$ cat src/rtl/sync_fifo_if.sv
// sync_fifo_if -- handshake and status bundle for sync_fifo.
//
// Parameters mirror the FIFO so widths line up:
//   DATA_WIDTH  word width
//   FIFO_DEPTH  entries; count is clog2(FIFO_DEPTH+1) bits wide
//
// Signals:
//   wr_en, wr_data            write request and word        (master -> slave)
//   rd_en                     read request                  (master -> slave)
//   rd_data, rd_valid         read word and its qualifier   (slave -> master)
//   full, empty,
//   almost_full, almost_empty registered status flags       (slave -> master)
//   count                     occupancy                     (slave -> master)
//   overflow, underflow       one-cycle rejected-op pulses  (slave -> master)
interface sync_fifo_if #(
  parameter int DATA_WIDTH = 8,
  parameter int FIFO_DEPTH = 90
);
  localparam int CW = $clog2(FIFO_DEPTH + 1);

  logic                  wr_en;
  logic [DATA_WIDTH-1:0] wr_data;
  logic                  rd_en;
  logic [DATA_WIDTH-1:0] rd_data;
  logic                  rd_valid;
  logic                  full;
  logic                  empty;
  logic                  almost_full;
  logic                  almost_empty;
  logic [CW-1:0]         count;
  logic                  overflow;
  logic                  underflow;

  modport master (
    output wr_en, wr_data, rd_en,
    input  rd_data, rd_valid, full, empty, almost_full, almost_empty,
           count, overflow, underflow
  );

  modport slave (
    input  wr_en, wr_data, rd_en,
    output rd_data, rd_valid, full, empty, almost_full, almost_empty,
           count, overflow, underflow
  );
endinterface

$ cat src/rtl/sync_fifo.sv
// sync_fifo -- single-clock FIFO of arbitrary (non power-of-two) depth.
//
// Ports:
//   clk    rising-edge clock
//   rst_n  asynchronous active-low reset (deassert synchronously to clk)
//   bus    sync_fifo_if.slave: wr_en/wr_data/rd_en in; rd_data, rd_valid,
//          full, empty, almost_full, almost_empty, count, overflow,
//          underflow out
//
// Build option:
//   SYNC_FIFO_FWFT_EN  first-word-fall-through. rd_data presents the head
//                      word whenever the FIFO is non-empty and rd_valid is
//                      !empty; rd_en pops the head on the edge.
//                      Undefined: rd_data is loaded on the accepting edge and
//                      rd_valid pulses for one cycle after it.
//
// All status outputs are registered from the next-state occupancy, so they
// line up with count in the cycle after the edge that changes it. The
// storage array has no reset; stale words are unreachable because reset
// returns both pointers and count to zero.
module sync_fifo #(
  parameter int DATA_WIDTH = 8,
  parameter int FIFO_DEPTH = 90,
  parameter int AFULL_LVL  = FIFO_DEPTH - 4,
  parameter int AEMPTY_LVL = 4
) (
  input  logic       clk,
  input  logic       rst_n,
  sync_fifo_if.slave bus
);
  localparam int              CW      = $clog2(FIFO_DEPTH + 1);
  localparam int              PW      = (FIFO_DEPTH > 1) ? $clog2(FIFO_DEPTH) : 1;
  localparam logic [CW-1:0]   DEPTH_C = CW'(FIFO_DEPTH);
  localparam logic [PW-1:0]   LAST_C  = PW'(FIFO_DEPTH - 1);

  logic [DATA_WIDTH-1:0] mem_q [FIFO_DEPTH];
  logic [PW-1:0]         wr_ptr_q, wr_ptr_d;
  logic [PW-1:0]         rd_ptr_q, rd_ptr_d;
  logic [CW-1:0]         count_q, count_d;
  logic                  full_q, empty_q, afull_q, aempty_q;
  logic                  ovf_q, udf_q;
  logic [DATA_WIDTH-1:0] rd_data_q;
  logic                  wr_acc, rd_acc;

  // Acceptance uses the registered flags: a full FIFO still accepts the
  // read half of a simultaneous request, an empty one the write half.
  assign wr_acc = bus.wr_en && !full_q;
  assign rd_acc = bus.rd_en && !empty_q;

  // Explicit wrap at FIFO_DEPTH-1 so any depth works.
  function automatic logic [PW-1:0] ptr_inc(input logic [PW-1:0] p);
    return (p == LAST_C) ? '0 : p + 1'b1;
  endfunction

  always_comb begin
    wr_ptr_d = wr_acc ? ptr_inc(wr_ptr_q) : wr_ptr_q;
    rd_ptr_d = rd_acc ? ptr_inc(rd_ptr_q) : rd_ptr_q;
    count_d  = count_q;
    case ({wr_acc, rd_acc})
      2'b10:   count_d = count_q + 1'b1;
      2'b01:   count_d = count_q - 1'b1;
      default: count_d = count_q;
    endcase
  end

  always_ff @(posedge clk or negedge rst_n) begin
    if (!rst_n) begin
      wr_ptr_q <= '0;
      rd_ptr_q <= '0;
      count_q  <= '0;
      full_q   <= 1'b0;
      empty_q  <= 1'b1;
      afull_q  <= 1'b0;
      aempty_q <= (AEMPTY_LVL >= 0);
      ovf_q    <= 1'b0;
      udf_q    <= 1'b0;
    end else begin
      wr_ptr_q <= wr_ptr_d;
      rd_ptr_q <= rd_ptr_d;
      count_q  <= count_d;
      full_q   <= (count_d == DEPTH_C);
      empty_q  <= (count_d == '0);
      afull_q  <= (int'(count_d) >= AFULL_LVL);
      aempty_q <= (int'(count_d) <= AEMPTY_LVL);
      ovf_q    <= bus.wr_en && full_q;
      udf_q    <= bus.rd_en && empty_q;
    end
  end

  // Storage: no reset, written only on an accepted write.
  always_ff @(posedge clk) begin
    if (wr_acc) mem_q[wr_ptr_q] <= bus.wr_data;
  end

`ifdef SYNC_FIFO_FWFT_EN
  // rd_data_q always holds the head word. It reloads when the head moves
  // (a pop) or when a write lands in an empty FIFO. If nothing is left
  // after the pop the new head is this cycle's write word, which is not
  // in the array yet, so it is taken straight from wr_data.
  logic [CW-1:0]         left;
  logic [DATA_WIDTH-1:0] head_d;
  logic                  head_ld;

  always_comb begin
    left    = count_q - CW'(rd_acc);
    head_d  = (left == '0) ? bus.wr_data : mem_q[rd_ptr_d];
    head_ld = rd_acc ? ((left != '0) || wr_acc) : (wr_acc && empty_q);
  end

  always_ff @(posedge clk or negedge rst_n) begin
    if (!rst_n)       rd_data_q <= '0;
    else if (head_ld) rd_data_q <= head_d;
  end

  assign bus.rd_valid = !empty_q;
`else
  logic rd_valid_q;

  always_ff @(posedge clk or negedge rst_n) begin
    if (!rst_n) begin
      rd_data_q  <= '0;
      rd_valid_q <= 1'b0;
    end else begin
      rd_valid_q <= rd_acc;
      if (rd_acc) rd_data_q <= mem_q[rd_ptr_q];
    end
  end

  assign bus.rd_valid = rd_valid_q;
`endif

  assign bus.rd_data      = rd_data_q;
  assign bus.full         = full_q;
  assign bus.empty        = empty_q;
  assign bus.almost_full  = afull_q;
  assign bus.almost_empty = aempty_q;
  assign bus.count        = count_q;
  assign bus.overflow     = ovf_q;
  assign bus.underflow    = udf_q;
endmodule

$ cat src/flat_wrapper.sv
// flat-port wrapper written by rule: the top's interface ports become plain ports
module sync_fifo_flat 
#(
  parameter int DATA_WIDTH = 8,
  parameter int FIFO_DEPTH = 90,
  parameter int AFULL_LVL  = FIFO_DEPTH - 4,
  parameter int AEMPTY_LVL = 4
)
  (clk, rst_n, bus_wr_en, bus_wr_data, bus_rd_en, bus_rd_data, bus_rd_valid, bus_full, bus_empty, bus_almost_full, bus_almost_empty, bus_count, bus_overflow, bus_underflow);
  sync_fifo_if #(.DATA_WIDTH(DATA_WIDTH), .FIFO_DEPTH(FIFO_DEPTH)) bus_i ();
  input  logic clk;
  input  logic rst_n;
  input wire logic [$bits(bus_i.wr_en)-1:0] bus_wr_en;
  input wire logic [$bits(bus_i.wr_data)-1:0] bus_wr_data;
  input wire logic [$bits(bus_i.rd_en)-1:0] bus_rd_en;
  output wire logic [$bits(bus_i.rd_data)-1:0] bus_rd_data;
  output wire logic [$bits(bus_i.rd_valid)-1:0] bus_rd_valid;
  output wire logic [$bits(bus_i.full)-1:0] bus_full;
  output wire logic [$bits(bus_i.empty)-1:0] bus_empty;
  output wire logic [$bits(bus_i.almost_full)-1:0] bus_almost_full;
  output wire logic [$bits(bus_i.almost_empty)-1:0] bus_almost_empty;
  output wire logic [$bits(bus_i.count)-1:0] bus_count;
  output wire logic [$bits(bus_i.overflow)-1:0] bus_overflow;
  output wire logic [$bits(bus_i.underflow)-1:0] bus_underflow;
  assign bus_i.wr_en = bus_wr_en;
  assign bus_i.wr_data = bus_wr_data;
  assign bus_i.rd_en = bus_rd_en;
  assign bus_rd_data = bus_i.rd_data;
  assign bus_rd_valid = bus_i.rd_valid;
  assign bus_full = bus_i.full;
  assign bus_empty = bus_i.empty;
  assign bus_almost_full = bus_i.almost_full;
  assign bus_almost_empty = bus_i.almost_empty;
  assign bus_count = bus_i.count;
  assign bus_overflow = bus_i.overflow;
  assign bus_underflow = bus_i.underflow;
  sync_fifo #(.DATA_WIDTH(DATA_WIDTH), .FIFO_DEPTH(FIFO_DEPTH), .AFULL_LVL(AFULL_LVL), .AEMPTY_LVL(AEMPTY_LVL)) u_core (.clk(clk), .rst_n(rst_n), .bus(bus_i));
endmodule
$ cat config.mk
export PLATFORM = sky130hd
export DESIGN_NAME = sync_fifo_flat
export DESIGN_NICKNAME = d
export VERILOG_FILES = /design/src/rtl/sync_fifo_if.sv /design/src/rtl/sync_fifo.sv /design/src/flat_wrapper.sv
export SDC_FILE = /design/constraint.sdc
export NUM_CORES = 1
export LEC_CHECK = 0
export BUFFER_PORTS_ARGS = -buffer_cell sky130_fd_sc_hd__buf_2
export CORE_MARGIN = 5
export CORE_UTILIZATION = 55
export DETAILED_ROUTE_END_ITERATION = 10
export PLACE_DENSITY = 0.68
export SETUP_SLACK_MARGIN = 0.4
export SLEW_MARGIN = 20
export SYNTH_ARGS = -nofsm -noshare
export SYNTH_HDL_FRONTEND = slang
export SYNTH_SLANG_ARGS = --single-unit
export TNS_END_PERCENT = 5
$ cat constraint.sdc
create_clock -name clk -period 4.4 [get_ports clk]
set_input_delay 0.44 -clock clk [delete_from_list [all_inputs] [get_ports clk]]
set_output_delay 0.44 -clock clk [all_outputs]
set_load 0.1 [all_outputs]
==> results of run 1 <==
## worst max-delay path by stage
| stage | from | endpoint | slack [ns] | cells after the start |
|---|---|---|---|---|
| after CTS | u_core.rd_ptr_q[0] | u_core.bus.rd_data[3] | 1.29 | 6 |
| after global routing | u_core.bus.empty | u_core.bus.almost_full | 1.15 | 11 |
| after global placement | u_core.rd_ptr_q[0] | u_core.bus.rd_data[3] | 1.32 | 6 |
| final | u_core.rd_ptr_q[0] | u_core.bus.rd_data[3] | 1.35 | 6 |
| after floorplan | u_core.bus.empty | u_core.bus.almost_full | 1.10 | 12 |
| after detailed placement | u_core.rd_ptr_q[0] | u_core.bus.rd_data[3] | 1.30 | 6 |
## synth_stat cells, drive strengths merged, types with 10 or more instances
cell      n
edfxtp  720
mux4    161
nor2    106
mux2i    79
buf      58
nand2    49
dfrtp    34
clkbuf   28
o21ai    23
nand3    22
mux2     20
a21oi    19
nor3     19
inv      13
nand4    13
nor2b    13
a22oi    11
a31oi    11
a211oi   10
## layer usage
metal  wire length (um)  share of wire
met1              28600           0.42
met3               5390          0.079
met5                  0              0
met2              32800           0.48
met4               1570          0.023
## stage by stage
step	worst slack (ns)	power, mW
finish	1.35	19.9
global route	1.15	20.6
CTS	1.29	20.0
detailed placement	1.30	14.1
global placement	1.32	14.1
floorplan	1.10	12.4
## cell type report
| class | count | share of cell area |
|---|---|---|
| sequential | 756 | 0.678 |
| multi-input combinational | 663 | 0.209 |
| clock buffer | 100 | 0.0612 |
| tap | 696 | 0.0262 |
| timing repair buffer | 80 | 0.0181 |
| clock inverter | 31 | 0.00632 |
| inverter | 13 | 0.00147 |
| antenna | 1 | 0.0000753 |
## what timing repair did
item / CTS / global route
hold buffers: 1 / 0
resized for setup: 0 / 0
endpoints found under the hold margin: 34 / 0
## cells by family (layout without fill, tap and decap cells)
family                     Yosys count  after routing  synth area share
and+or+nand+nor                    255            255            0.0400
DFF                                756            756             0.751
xor gates and xnor gates            12             12           0.00376
buffers and inverters               99            224            0.0173
adders and majority gates            6              6           0.00250
other                                0              1                 0
AOI/OAI and AO/OA                  130            130            0.0303
muxes                              260            260             0.155
## worst max-delay path: stages (launching register included)
cell and delay, ns:
dfrtp_4 0.88, buf_12 0.28, buf_12 0.25, mux4_2 0.55, mux4_2 0.47, mux2i_1 0.31, o211ai_1 0.12
## placed cells by master, fill, tap and decap left out, types with 8 or more instances in the layout
cell and n:
a211oi_1 9, a21oi_1 19, a22oi_1 11, a31oi_1 11, buf_2 30, buf_4 43
clkbuf_1 22, clkbuf_16 78, clkinv_1 16, dfrtp_1 30, edfxtp_1 720, inv_1 12
mux2_2 20, mux2i_1 79, mux4_2 161, nand2_1 49, nand3_1 21, nand4_1 13
nor2_1 106, nor2b_1 13, nor3_1 19, o21ai_0 20, o22ai_1 8
## power by group
part           internal (mW)  leakage, nW  total (mW)  switching (mW)
Clock                   3.31         1.08        5.92            2.61
Sequential              8.18         6.91        8.77           0.588
Combinational           1.97         2.60        5.23            3.26
Total                   13.5         10.6        19.9            6.46
## state kept, by name (all words and copies together) (netlist names), 7 cells and up
register	cells
u_core.mem_q	720
u_core.wr_ptr_q	7
u_core.bus.count	7
u_core.bus.rd_data	8
u_core.rd_ptr_q	7
==> impl_metrics.yaml, run 1 <==
status:
  run_status: "completed"
grt:
  use_met2: 0.359
  grt_overflow_total: 0
  grt_usage: 0.232
  grt_util_met1: 0.348
  antenna_found_initial: 1
  grt_max_degree: 59
  grt_pass1_wl_um: 102000
  groute.layer.met3.usage: 0.0468
  busiest_layer: "met2"
  grt_pass1_vias: 14803
critical_path:
  r2r_end: "u_core.bus.rd_data[3]"
  cp_max_fo: 30
  r2r_cells: 6
  r2r-start: "u_core.rd_ptr_q[0]"
  cp.required_ns: 4.88
  cp-start-kind: "register"
  cp-end-kind: "register"
  critPathArrivalTime_ns: 3.52
  r2r_slack_ns: 1.35
  path_class: "register to register"
clocking:
  cts_buffers: 76
  clkLatencyLatePin_ns: 0.62
  root_buffer: "clkbuf_16"
  cts_buffer_depth: 3
  cts_max_level: 3
  post_cts_buffers: 0
  tritoncts: "yes"
  clock-sinks: 756
  path_clk_slew_ns: 0.06
synth:
  ys_types: 65
  syn_inst: 1518
  synth_top_area_frac: 0.721
  synth_ff_type: "edfxtp_1"
  yosys.area.top_type: "edfxtp_1"
  syn_avg_cell_area_um2: 19.7
  syn-cell-area_um2: 30000
  ys_seq_elements: 756
  synthesis.nets: 1536
  seq_area_frac_synth: 0.751
  async_flop_share: 0.0476
  synth_edf_count: 720
  yosys_warnings: 0
  synth.top_cells.by_area: "edfxtp_1 72%, mux4_2 12%, dfrtp_1 2.8%, mux2i_1 2.6%, nor2_1 1.3%"
timing:
  worst_hold_slack_ns: 0.0464
  fmax_mhz: 328
  post-route-period-util: 0.692
  setup_viol: 0
  tightest_slew_ns: 1.00
  skew_ns: 0.0252
  period_needed_ns: 3.05
  setup_tns_ns: 0
  hold_viol: 0
  slew_headroom: 0.329
  rsz0062_at_grt: "false"
  maxSlewViolCount: 0
finish:
  final_core_util: 0.617
  regArea_um2: 22500
  layout-drive-gt1-share: 0.225
  fillers: 3729
  syn_to_final_growth_pct: 10.9
  nets: 1608
  multiInputGateArea_um2: 6940
  final_cell_area_um2: 33200
  final_cells: 2340
die:
  io_pins: 34
  core_um2: 53900
  fp.dieH_um: 243
  die_w_um: 243
  rows: 85
  initial_core_util: 0.556
  die_area_um2: 59300
pwr:
  p_leak_nw: 10.6
  ir_drop_mv: 0.484
  power_density_nw_per_um2: 599
min_path:
  hold_path.startpoint: "bus_wr_en"
  min_path_cells: 2
  holdPathEnd: "u_core.bus.overflow"
  worstHoldPathType: "primary input to register"
detailed_routing:
  via_count: 15111
  ant_nets: 0
  drt_first_pass_iters: 6
  routedWlPerCell_um: 29.2
  wl_um: 68400
  vias_per_cell: 6.46
  drcViolationCount: 0
  drtIter0Drc: 1769
place:
  gp_congestion: 0.875
  dpl.cell_count: 2207
  dp_hpwl_um: 42200
  portBuffers: 33
  post_dp_cell_area_um2: 31000
flow_run:
  max_cap_viol_count: 0
Note: power is estimated with default switching activity, not from simulation.
==> run 2: changes to the inputs <==
--- a/config.mk
+++ b/config.mk
@@ -5,11 +5,12 @@
 export SDC_FILE = /design/constraint.sdc
 export NUM_CORES = 1
 export LEC_CHECK = 0
+export ABC_AREA = 1
 export BUFFER_PORTS_ARGS = -buffer_cell sky130_fd_sc_hd__buf_2
 export CORE_MARGIN = 5
 export CORE_UTILIZATION = 55
 export DETAILED_ROUTE_END_ITERATION = 10
-export PLACE_DENSITY = 0.68
+export PLACE_DENSITY = 0.71
 export SETUP_SLACK_MARGIN = 0.4
 export SLEW_MARGIN = 20
 export SYNTH_ARGS = -nofsm -noshare
==> constraint.sdc (replaced) <==
create_clock -name clk -period 2.5 [get_ports clk]
set_input_delay 0.25 -clock clk [delete_from_list [all_inputs] [get_ports clk]]
set_output_delay 0.25 -clock clk [all_outputs]
set_load 0.1 [all_outputs]
==> run 2 against run 1 <==
  * Largest power group unchanged
  * Global-route usage is 3.3 points higher
  * Core utilization rose by 4.1 points
  * Largest cell class unchanged
  * Critical path depth up 7
  * Routed wire length increased by 26%
  * Clock skew down 0.0023 ns
  * First-iteration DRC count up 64%
  * Total power up 100%
==> impl_metrics.yaml, run 2 <==
critical_path:
  cp-startpoint: "u_core.rd_ptr_q[0]"
  worst-path-buf-inv: 3
  cp.required_ns: 3.04
  path_class: "register to register"
  cp-start-kind: "register"
  cp_top_family: "simple AND/OR/NAND/NOR gates"
  crit_chain: "buf_12 -> buf_12 -> clkbuf_16 -> nor2_1 -> nor2_1 -> o21ai_0 -> nand3_1 -> nand3_1 -> nand2_1 -> nand3_2 -> nand2_1 -> nand2_2 -> a21oi_2"
  r2r-start: "u_core.rd_ptr_q[0]"
  critPathMaxStageDelay_ns: 0.46
  cp-end-kind: "register"
  crit_slowest_cell: "dfrtp_4"
  critPathArrivalTime_ns: 2.78
  cp_max_fo: 6
timing:
  maxSlewViolCount: 0
  worst_hold_slack_ns: 0.112
  fmax_mhz: 447
  setup_viol: 0
  tightest_slew_ns: 0.990
  skew_ns: 0.0229
  post-route-period-util: 0.895
  setup_slack_ns: 0.262
  slew_headroom: 0.340
  hold_viol: 0
  rsz0062_at_grt: "true"
  period_needed_ns: 2.24
  setup_tns_ns: 0
synth:
  synthXorXnorAreaFrac: 0.00111
  synthAdderAreaFrac: 0.00238
  synth.top_cells.by_area: "edfxtp_1 69%, nor2_1 8.2%, nand2_1 5.2%, o21ai_0 4.6%, dfrtp_1 2.7%"
  synth_edf_count: 720
  syn-cell-area_um2: 31500
  synthSimpleGateAreaFrac: 0.162
  synth_top_family_by_area: "simple AND/OR/NAND/NOR gates"
  synth_top_area_frac: 0.686
  yosys_warnings: 0
  synthesis.nets: 2797
  synth-compound-area-share: 0.0796
  synth_top_cells_by_count: "720 x edfxtp_1, 691 x nor2_1, 440 x nand2_1, 287 x o21ai_0, 137 x nand3_1"
  ys_seq_elements: 756
  synth_most_common_cell: "edfxtp_1"
  synth_ff_type: "edfxtp_1"
  syn_avg_cell_area_um2: 11.3
  async_flop_share: 0.0476
  ys_types: 35
  seq_area_frac_synth: 0.714
  muxShareOfSynthArea: 0
  syn_inst: 2779
  yosys.area.top_type: "edfxtp_1"
pwr:
  power_density_nw_per_um2: 1070
  power_mw: 39.9
  clkPwrFrac: 0.284
  p_leak_nw: 13.5
  power.share.sequential: 0.370
  p_int_mw: 25.3
  swShare: 0.367
  switching_power_mw: 14.7
  ir_drop_mv: 1.08
  combPwrFrac: 0.346
clocking:
  cts_max_level: 3
  clock-sinks: 756
  tritoncts: "yes"
  cts_buffers: 77
  cts_buffer_depth: 3
  clkLatencyLatePin_ns: 0.62
  path_clk_slew_ns: 0.06
  root_buffer: "clkbuf_16"
die:
  initial_core_util: 0.557
  die_w_um: 249
  fp.dieH_um: 249
  die_area_um2: 62200
  core_um2: 56600
  io_pins: 34
  rows: 87
place:
  place_ws_ns: 0.214
  portBuffers: 33
  gp_congestion: 0.881
  dpl.cell_count: 3592
  post_dp_cell_area_um2: 33500
  dp_hpwl_um: 48600
grt:
  grt_overflow_total: 0
  use_met2: 0.433
  grt_util_met1: 0.358
  grt_pass1_wl_um: 128000
  busiest_layer: "met2"
  grt_max_degree: 76
  grt_usage: 0.265
  grt_pass1_vias: 22054
  groute.layer.met3.usage: 0.0476
  antenna_found_initial: 0
finish:
  syn_to_final_growth_pct: 18.0
  largest_reg_flops: 720
  layout_commonest_cell: "edfxtp_1"
  max_flop_register: "u_core.mem_q"
  final_core_util: 0.658
  nets: 2976
  final_cells: 3775
  final_cell_area_um2: 37200
  final_cell_mix: "720 x edfxtp_1, 671 x nor2_1, 416 x nand2_1, 263 x o21ai_0, 160 x buf_4"
  n_antenna_cell: 0
  layout-drive-gt1-share: 0.156
detailed_routing:
  ant_nets: 0
  drcViolationCount: 0
  drt_first_pass_iters: 6
  vias_per_cell: 5.96
  via_count: 22481
  drtIter0Drc: 2900
  routedWlPerCell_um: 22.8
  wl_um: 86100
flow_run:
  max_cap_viol_count: 0
min_path:
  worstHoldPathType: "primary input to register"
  hold_path.startpoint: "bus_wr_data[5]"
status:
  run_status: "completed"
[run 2: cell types whose count changed in the layout (fill, tap and decap cells not counted), moves of 55 or more]
cell,previous run,this run
o211ai_1,6,61
o21ai_1,3,63
mux4_2,161,0
o21ai_0,20,263
mux2i_1,79,0
nand2_1,49,416
inv_1,12,83
nor2_1,106,671
buf_4,43,160
nand3_1,21,122
[run 2: kinds of logic (layout without fill, tap and decap cells)]
logic type / after synthesis / after routing
XOR/XNOR: 4 / 4
buffers and inverters: 253 / 493
AND/OR/NAND/NOR: 1297 / 1297
AO/OA/AOI/OAI: 463 / 463
adder cells (fa/ha/maj): 6 / 6
flip-flops: 756 / 756
[run 2: cell type report]
type,count,area [um2]
Sequential cell,756,22500
Inverter,101,410
Fill cell,4090,19400
Multi-Input combinational cell,1770,8020
Tap cell,756,946
Timing Repair inverter,3,28.8
Clock buffer,89,2040
Timing Repair Buffer,249,2800
Clock inverter,51,447
[run 2: repair_timing]
| item | 4_1_cts | 5_1_grt |
|---|---|---|
| hold buffers | 3 | 0 |
| buffers inserted | 10 | 2 |
| cloned | 17 | 11 |
| endpoints found under the setup margin | 12 | 22 |
| endpoints found under the hold margin | 36 | 0 |
| pin swaps | 21 | 29 |
| resized for setup | 67 | 59 |
[run 2: power groups by stage]
stage	Sequential (mW)	Clock [mW]	Combinational, mW
after floorplan	15.8	0	7.29
after global placement	15.0	0	11.8
after detailed placement	15.0	0	12.0
after CTS	14.8	11.5	13.1
after global routing	14.8	12.0	14.9
final	14.8	11.3	13.8
[run 2: worst reg2reg max path, delay by kind of cell, from the launching register on]
kind	cells	cell delay, ns
buf+inv	3	0.55
compound gates	2	0.28
flops	1	0.46
simple gates	8	0.87
[run 2: worst paths after layout]
path,slack [ns],endpoint,cells after the start
min,0.11,u_core.mem_q[46][5],1
max reg2reg,0.26,u_core.bus.rd_data[1],13
max,0.26,u_core.bus.rd_data[1],13
min in group asynchronous,0.35,u_core.bus.underflow,2
min reg2reg,0.54,u_core.bus.overflow,2
max in group asynchronous,1.41,u_core.rd_ptr_q[1],2
[run 2: layer usage]
metal	routed length (um)	vias to the layer above
met2	41500	1294
li1	-	10022
met5	0	-
met3	8730	183
met1	32700	10982
met4	3160	0
